$ cat config.mk
export PLATFORM = sky130hd
export DESIGN_NAME = draw_rect_char
export DESIGN_NICKNAME = d
export VERILOG_FILES = /design/src/rtl/draw_rect_char.sv
export SDC_FILE = /design/constraint.sdc
export NUM_CORES = 1
export LEC_CHECK = 0
export CAP_MARGIN = 10
export CORE_MARGIN = 4
export CORE_UTILIZATION = 51
export DETAILED_ROUTE_END_ITERATION = 8
export HOLD_SLACK_MARGIN = 0.08
export PLACE_DENSITY = 0.85
export SLEW_MARGIN = 20
export SYNTH_ARGS = -nofsm -noshare
export SYNTH_HDL_FRONTEND = slang
export SYNTH_SLANG_ARGS = --single-unit
export TNS_END_PERCENT = 5
$ cat constraint.sdc
create_clock -name pclk -period 2.6 [get_ports pclk]
set_clock_uncertainty 0.2 [all_clocks]
set_input_delay 0.52 -clock pclk [delete_from_list [all_inputs] [get_ports pclk]]
set_output_delay 0.52 -clock pclk [all_outputs]
set_load 0.02 [all_outputs]
$ cat src/rtl/draw_rect_char.sv
// Text-overlay stage of the VGA pipeline: addresses the character/font lookup
// from the pixel position and composites returned glyph pixels over the stream.
module draw_rect_char #(
  parameter int          XPOS     = 100,
  parameter int          YPOS     = 50,
  parameter int          COLS     = 13,
  parameter int          ROWS     = 1,
  parameter logic [11:0] TEXT_RGB = 12'hFFF
) (
  input  logic        pclk,
  input  logic        rst,
  input  logic [10:0] hcount_in,
  input  logic [10:0] vcount_in,
  input  logic        hsync_in,
  input  logic        vsync_in,
  input  logic        hblnk_in,
  input  logic        vblnk_in,
  input  logic [11:0] rgb_in,
  output logic [7:0]  char_xy,
  output logic [3:0]  char_line,
  input  logic [7:0]  char_line_pixels,
  output logic [10:0] hcount_out,
  output logic [10:0] vcount_out,
  output logic        hsync_out,
  output logic        vsync_out,
  output logic        hblnk_out,
  output logic        vblnk_out,
  output logic [11:0] rgb_out
);

  localparam logic [10:0] X0 = 11'(XPOS);
  localparam logic [10:0] X1 = 11'(XPOS + 8 * COLS);
  localparam logic [10:0] Y0 = 11'(YPOS);
  localparam logic [10:0] Y1 = 11'(YPOS + 16 * ROWS);
  localparam logic [6:0]  X0_LO = X0[6:0];
  localparam logic [7:0]  Y0_LO = Y0[7:0];

  typedef struct packed {
    logic [10:0] hcount;
    logic [10:0] vcount;
    logic        hsync;
    logic        vsync;
    logic        hblnk;
    logic        vblnk;
    logic [11:0] rgb;
  } vga_t;

  vga_t       vga_in, s1, s2, s3;
  logic [6:0] x_rel;
  logic [7:0] y_rel;
  logic       in_box_c;
  logic       s1_in_box, s2_in_box;
  logic [2:0] s1_bit, s2_bit;
  logic       glyph_on;

  // Only the low bits of the offsets are used, so narrower subtractions suffice.
  always_comb begin
    vga_in   = '{hcount_in, vcount_in, hsync_in, vsync_in, hblnk_in, vblnk_in, rgb_in};
    x_rel    = hcount_in[6:0] - X0_LO;
    y_rel    = vcount_in[7:0] - Y0_LO;
    in_box_c = (hcount_in >= X0) && (hcount_in < X1) &&
               (vcount_in >= Y0) && (vcount_in < Y1);
    glyph_on = s2_in_box && char_line_pixels[3'd7 - s2_bit];
  end

  // NOTE: sequential state uses non-blocking assignments so every stage
  // samples the previous stage's pre-edge value.
  always_ff @(posedge pclk or negedge rst) begin
    if (!rst) begin
      s1        <= '0;
      s2        <= '0;
      s3        <= '0;
      s1_in_box <= 1'b0;
      s2_in_box <= 1'b0;
      s1_bit    <= '0;
      s2_bit    <= '0;
      char_xy   <= '0;
      char_line <= '0;
      rgb_out   <= '0;
    end else begin
      s1        <= vga_in;
      s1_in_box <= in_box_c;
      s1_bit    <= in_box_c ? x_rel[2:0] : 3'd0;
      char_xy   <= in_box_c ? {y_rel[7:4], x_rel[6:3]} : 8'h00;
      char_line <= in_box_c ? y_rel[3:0] : 4'h0;

      s2        <= s1;
      s2_in_box <= s1_in_box;
      s2_bit    <= s1_bit;

      s3        <= s2;
      if (s2.hblnk || s2.vblnk) rgb_out <= 12'h000;
      else if (glyph_on)        rgb_out <= TEXT_RGB;
      else                      rgb_out <= s2.rgb;
    end
  end

  assign hcount_out = s3.hcount;
  assign vcount_out = s3.vcount;
  assign hsync_out  = s3.hsync;
  assign vsync_out  = s3.vsync;
  assign hblnk_out  = s3.hblnk;
  assign vblnk_out  = s3.vblnk;

endmodule

# ---- After elaboration in Yosys (flattened, before gate mapping)
# Cells that the tools add are included.
dict set report op_classes {
  mux 7
  n_reduce_logical 5
  n_lt_le_gt_ge 5
  addsub 3
}
# cell count
set ops {}
lappend ops {{12-bit two-way mux} 2}
lappend ops {{11-bit by 6-bit greater-or-equal comparator with 1-bit output, second input constant} 1}
lappend ops {{11-bit by 7-bit greater-or-equal comparator with 1-bit output, second input constant} 1}
lappend ops {{11-bit by 7-bit < comparator with 1-bit output, second input constant} 1}
lappend ops {{11-bit by 8-bit < comparator with 1-bit output, second input constant} 1}
lappend ops {{8-bit two-way mux} 1}
lappend ops {{8-bit by 6-bit subtractor with 8-bit output, second input constant} 1}
lappend ops {{7-bit subtractor, second input constant} 1}
lappend ops {{1-bit logical AND} 4}
lappend ops {{3-bit by 4-bit < comparator with 1-bit output, second input constant} 1}
lappend ops {{4-bit two-way mux} 1}
lappend ops {{1-bit binary-select mux with 3-bit select} 1}
lappend ops {{3-bit two-way mux} 1}
lappend ops {{3-bit subtractor, first input constant} 1}
lappend ops {{1-bit logical OR} 1}
lappend ops {{1-bit two-way mux} 1}
dict set report totals {
  reg_bits 134
  in_bits 48
}

# ---- Logic depth before layout (Yosys ltp)
dict set report depth {
  ltp_word 6
  ltp_mapped 7
}

# ---- Worst setup path after synthesis
# No wires, ideal clock.
dict set report synth_path {
  kind {input to register}
  startpoint {input vcount_in[1]}
  endpoint {register char_xy[5]}
  arrival_ns 1.876
  slack_ns 0.444
  setup_time_ns 0.080
  path_stages 7
  cell_sequence {inv_1 ha_1 nand2b_4 or3_1 a221o_2 buf_6 nor3_2}
}
dict set report synth_via {
  elab_chain_len 4
  elab_cells_between_ends 6
  classes_between {add/sub (1); order compare (2); mux (1); reduce/logical (2)}
}
# element line_no
set synth_rtl {}
lappend synth_rtl {{start, declared} 13} ;# input logic [10:0] vcount_in,
lappend synth_rtl {{11-bit by 6-bit greater-or-equal comparator with 1-bit output} 62} ;# (vcount_in >= Y0) && (vcount_in < Y1);
lappend synth_rtl {{1-bit logical AND} 61} ;# in_box_c = (hcount_in >= X0) && (hcount_in < X1) &&
lappend synth_rtl {{1-bit logical AND} 62}
lappend synth_rtl {{8-bit two-way mux *} 84} ;# char_xy <= in_box_c ? {y_rel[7:4], x_rel[6:3]} : 8'h00;
lappend synth_rtl {{end signal, assigned} 84}
lappend synth_rtl {{end, declared} 19} ;# output logic [7:0] char_xy,
# Mark *: on every way between the ends. The rest lies on a longest branch, timed or not.

# ---- Final worst setup path
dict set report layout_path {
  startpoint {input vcount_in[1]}
  endpoint {register char_xy[1]}
}
dict set report layout_via {
  elab_chain_len 4
  elab_cells_between_ends 5
  classes_between {order compare (2); mux (1); reduce/logical (2)}
}
# element line_no
set layout_rtl {}
lappend layout_rtl {{11-bit by 6-bit greater-or-equal comparator with 1-bit output} 62}
lappend layout_rtl {{1-bit logical AND} 61}
lappend layout_rtl {{1-bit logical AND *} 62}
lappend layout_rtl {{8-bit two-way mux *} 84}
# Marked as above.

==> summary.txt <==
Outcome
  • Status: complete, no violations

Clock network
  • CTS HTree Levels: 4
  • TritonCTS clock tree: yes
  • Clock Latency Late Sink: 0.50 ns
  • Clock buffer depth: 2
  • Clk root buf: clkbuf_8
  • CTS clk-pin slew, worst paths: roughly 0.06 ns
  • Num CTS Buffers: 17
  • CTS sink cnt: 134
  • Post-CTS Setup Bufs: 0

Worst setup path
  • CP endpoint kind: flop
  • Critical path required time: 2.81 ns
  • Setup crit start kind: input port
  • CP Data Arrival Time: 2.45 ns
  • Reg-to-reg slack, setup: 0.63 ns
  • Crit Path Category: in -> reg
  • Worst-path maximum fanout: 16

Finish
  • Multi-input logic area: 553 µm²
  • Commonest non-fill, non-tap cells in the layout: dfrtp_1, clkdlybuf4s50_1, clkbuf_16
  • Layout area overhead: 45.9%
  • Antenna cell count: 0
  • Nets: between 300 and 400
  • Filler cell count: 412
  • Commonest non-fill, non-tap cell in the layout: dfrtp_1
  • Storage cell area: 3350 µm²
  • Share of cells above drive strength 1: 16.9%

Detailed routing
  • DR WL/cell: 17.0 µm
  • Vias per cell: between 4 and 5
  • Pre-antenna DRT Iters: 4
  • Post-route antenna net violation count: 0
  • DRT iter0 DRCs: about 110
  • Vias after detailed routing: 2,175
  • Final wirelength: 7710 µm
  • Remaining DRCs: 0

Synth
  • Syn_nets: 266
  • Cell count after synthesis: 215
  • Seq/Total Area, Yosys: between 80% and 90%
  • Post-Syn Area: slightly below 4000 µm²
  • Avg Synthesized Cell Area: 18.4 µm²
  • Post-synthesis cell type count: 33
  • Syn. warnings: 0
  • Yosys reg bits: 134

Timing
  • Final hold violation count: 0
  • Setup TNS: 0 ns
  • Worst setup margin: 0.360 ns
  • Fin. max-slew vios: 0
  • Pin slew with the least headroom to its limit: 0.926 ns
  • Min Tclk post-route: between 2 and 2.5 ns
  • Final Setup Violations: 0
  • Slew margin rel.: 38.3%
  • RSZ-0062 raised after global routing: no
  • Final worst path period share: 86.2%
  • Hold slack: about 0.15 ns
  • F_max: 446 MHz

Floorplan
  • Initial Util: 53.5%
  • Die area: 9210 µm²
  • Total core area: 7370 µm²
  • I/O pins: 98
  • Die width: 96.0 µm
  • Die Span Y: approximately 96 µm
  • Core Rows: 31

Placed design
  • Hpwl dp: 4690 µm
  • Buffers on Ports: 97
  • GP Congestion: between 0.7 and 0.8
  • Pre-CTS WS: -0.143 ns

Pwr
  • Leakage power: about 2.6 nW
  • Total power: roughly 4.8 mW
  • Power Density: 839 nW/µm²
  • VDD IR max: ~0.00047 V

Global routing
  • Number of global-route vias before repair: 2,366
  • Grt met1 use: 22.1%
  • GRT overflow: 0
  • Total track usage: 18.5%
  • Initial antenna violation count: 0
  • Grt met3 use: 5.63%
  • First-pass GRT wire length: 12,100 µm
  • Grt peak-use layer: met2
  • Global routing usage on met2: a little under a third
  • Largest net degree at the start of global routing: 57

Run
  • Max cap viols: 0

Worst hold path
  • Min-delay worst type: reg -> reg
critical path: stages:
cell,delay [ns]
clkdlybuf4s50_1,0.42
inv_1,0.07
ha_1,0.22
nand2b_4,0.07
or3_1,0.31
a221o_2,0.59
nor3_1,0.25
through the flow:
step                      std cells  cell area (µm²)  utilization [%]
after floorplan                 215             3950                -
after global placement          422             5150             69.9
after detailed placement        422             5150             69.9
after CTS                       454             5740             77.9
after global routing            454             5760             78.1
final                           454             5760             78.1
cells in the mapped netlist:
library cell	n	area, µm²
dfrtp_1	134	3350
a21o_1	12	90.1
inv_1	9	33.8
nor3_1	9	45.0
nor3_2	9	90.1
nand2_1	5	18.8
xnor2_1	4	35.0
xor2_1	4	35.0
ha_1	3	37.5
buf_2	2	10.0
nor2_1	2	7.51
a2111oi_0	1	8.76
a2111oi_2	1	15.0
a211oi_1	1	7.51
a21oi_1	1	5.00
a221o_2	1	11.3
a31oi_1	1	6.26
buf_6	1	11.3
clkbuf_1	1	3.75
mux2_2	1	11.3
mux4_2	1	22.5
nand2b_1	1	6.26
nand2b_4	1	13.8
nand3_1	1	5.00
nand3b_1	1	7.51
nor2b_1	1	6.26
nor3b_1	1	7.51
nor4_1	1	6.26
nor4b_1	1	8.76
o21ai_0	1	5.00
o22ai_1	1	6.26
or3_1	1	6.26
or3b_1	1	8.76
layer usage:
layer	vias to the layer above	part of all wire, %
met5	-	0
met4	0	1.8
met3	11	5.9
met2	82	52
met1	1116	40
li1	966	-
area by class of cell:
type / instances / share of cell area, %
Clock inverter: 11 / 2.61
Clock buffer: 20 / 7.56
Timing Repair Buffer: 113 / 19.2
Multi-Input combinational cell: 68 / 9.61
Sequential cell: 134 / 58.2
Inverter: 9 / 0.587
Tap cell: 99 / 2.15
path summary, 6_finish.rpt:
path / cells after the start / to / from
max: 7 / char_xy[1]$_DFF_PN0_ / vcount_in[1]
min: 0 / hcount_out[7]$_DFF_PN0_ / s2[34]$_DFF_PN0_
max reg2reg: 4 / rgb_out[5]$_DFF_PN0_ / s2_bit[0]$_DFF_PN0_
min reg2reg: 0 / hcount_out[7]$_DFF_PN0_ / s2[34]$_DFF_PN0_
max in group asynchronous: 3 / s2[10]$_DFF_PN0_ / rst
min in group asynchronous: 2 / hsync_out$_DFF_PN0_ / rst
sequential cells by signal, summed over array words and instances (netlist names), 3 cells and up:
signal,cells
char_line,4
s1,38
hcount_out,11
s2_bit,3
s2,38
char_xy,8
s1_bit,3
vcount_out,11
rgb_out,12
what timing repair did:
item | in CTS | in global routing
endpoints found under the hold margin | 54 | 0
resized for setup | 0 | 0
hold buffers | 1 | 0
logic make-up (layout without fill, tap and decap cells):
group	count (synthesis)	in the layout	synth area share, %
AND/OR/NAND/NOR	35	35	6.02
buffers and inverters	13	153	1.49
XOR/XNOR	8	8	1.78
flip-flops	134	134	85.0
AO/OA/AOI/OAI	20	20	3.93
multiplexers	2	2	0.856
adder cells (fa/ha/maj)	3	3	0.951
power breakdown:
part | internal [mW] | leakage, nW | total (mW) | switching (mW)
logic | 0.150 | 0.739 | 0.296 | 0.147
registers | 2.17 | 1.63 | 2.20 | 0.0266
clock network | 1.48 | 0.281 | 2.33 | 0.848
total | 3.81 | 2.65 | 4.83 | 1.02
(Power assumes the default switching activity.)
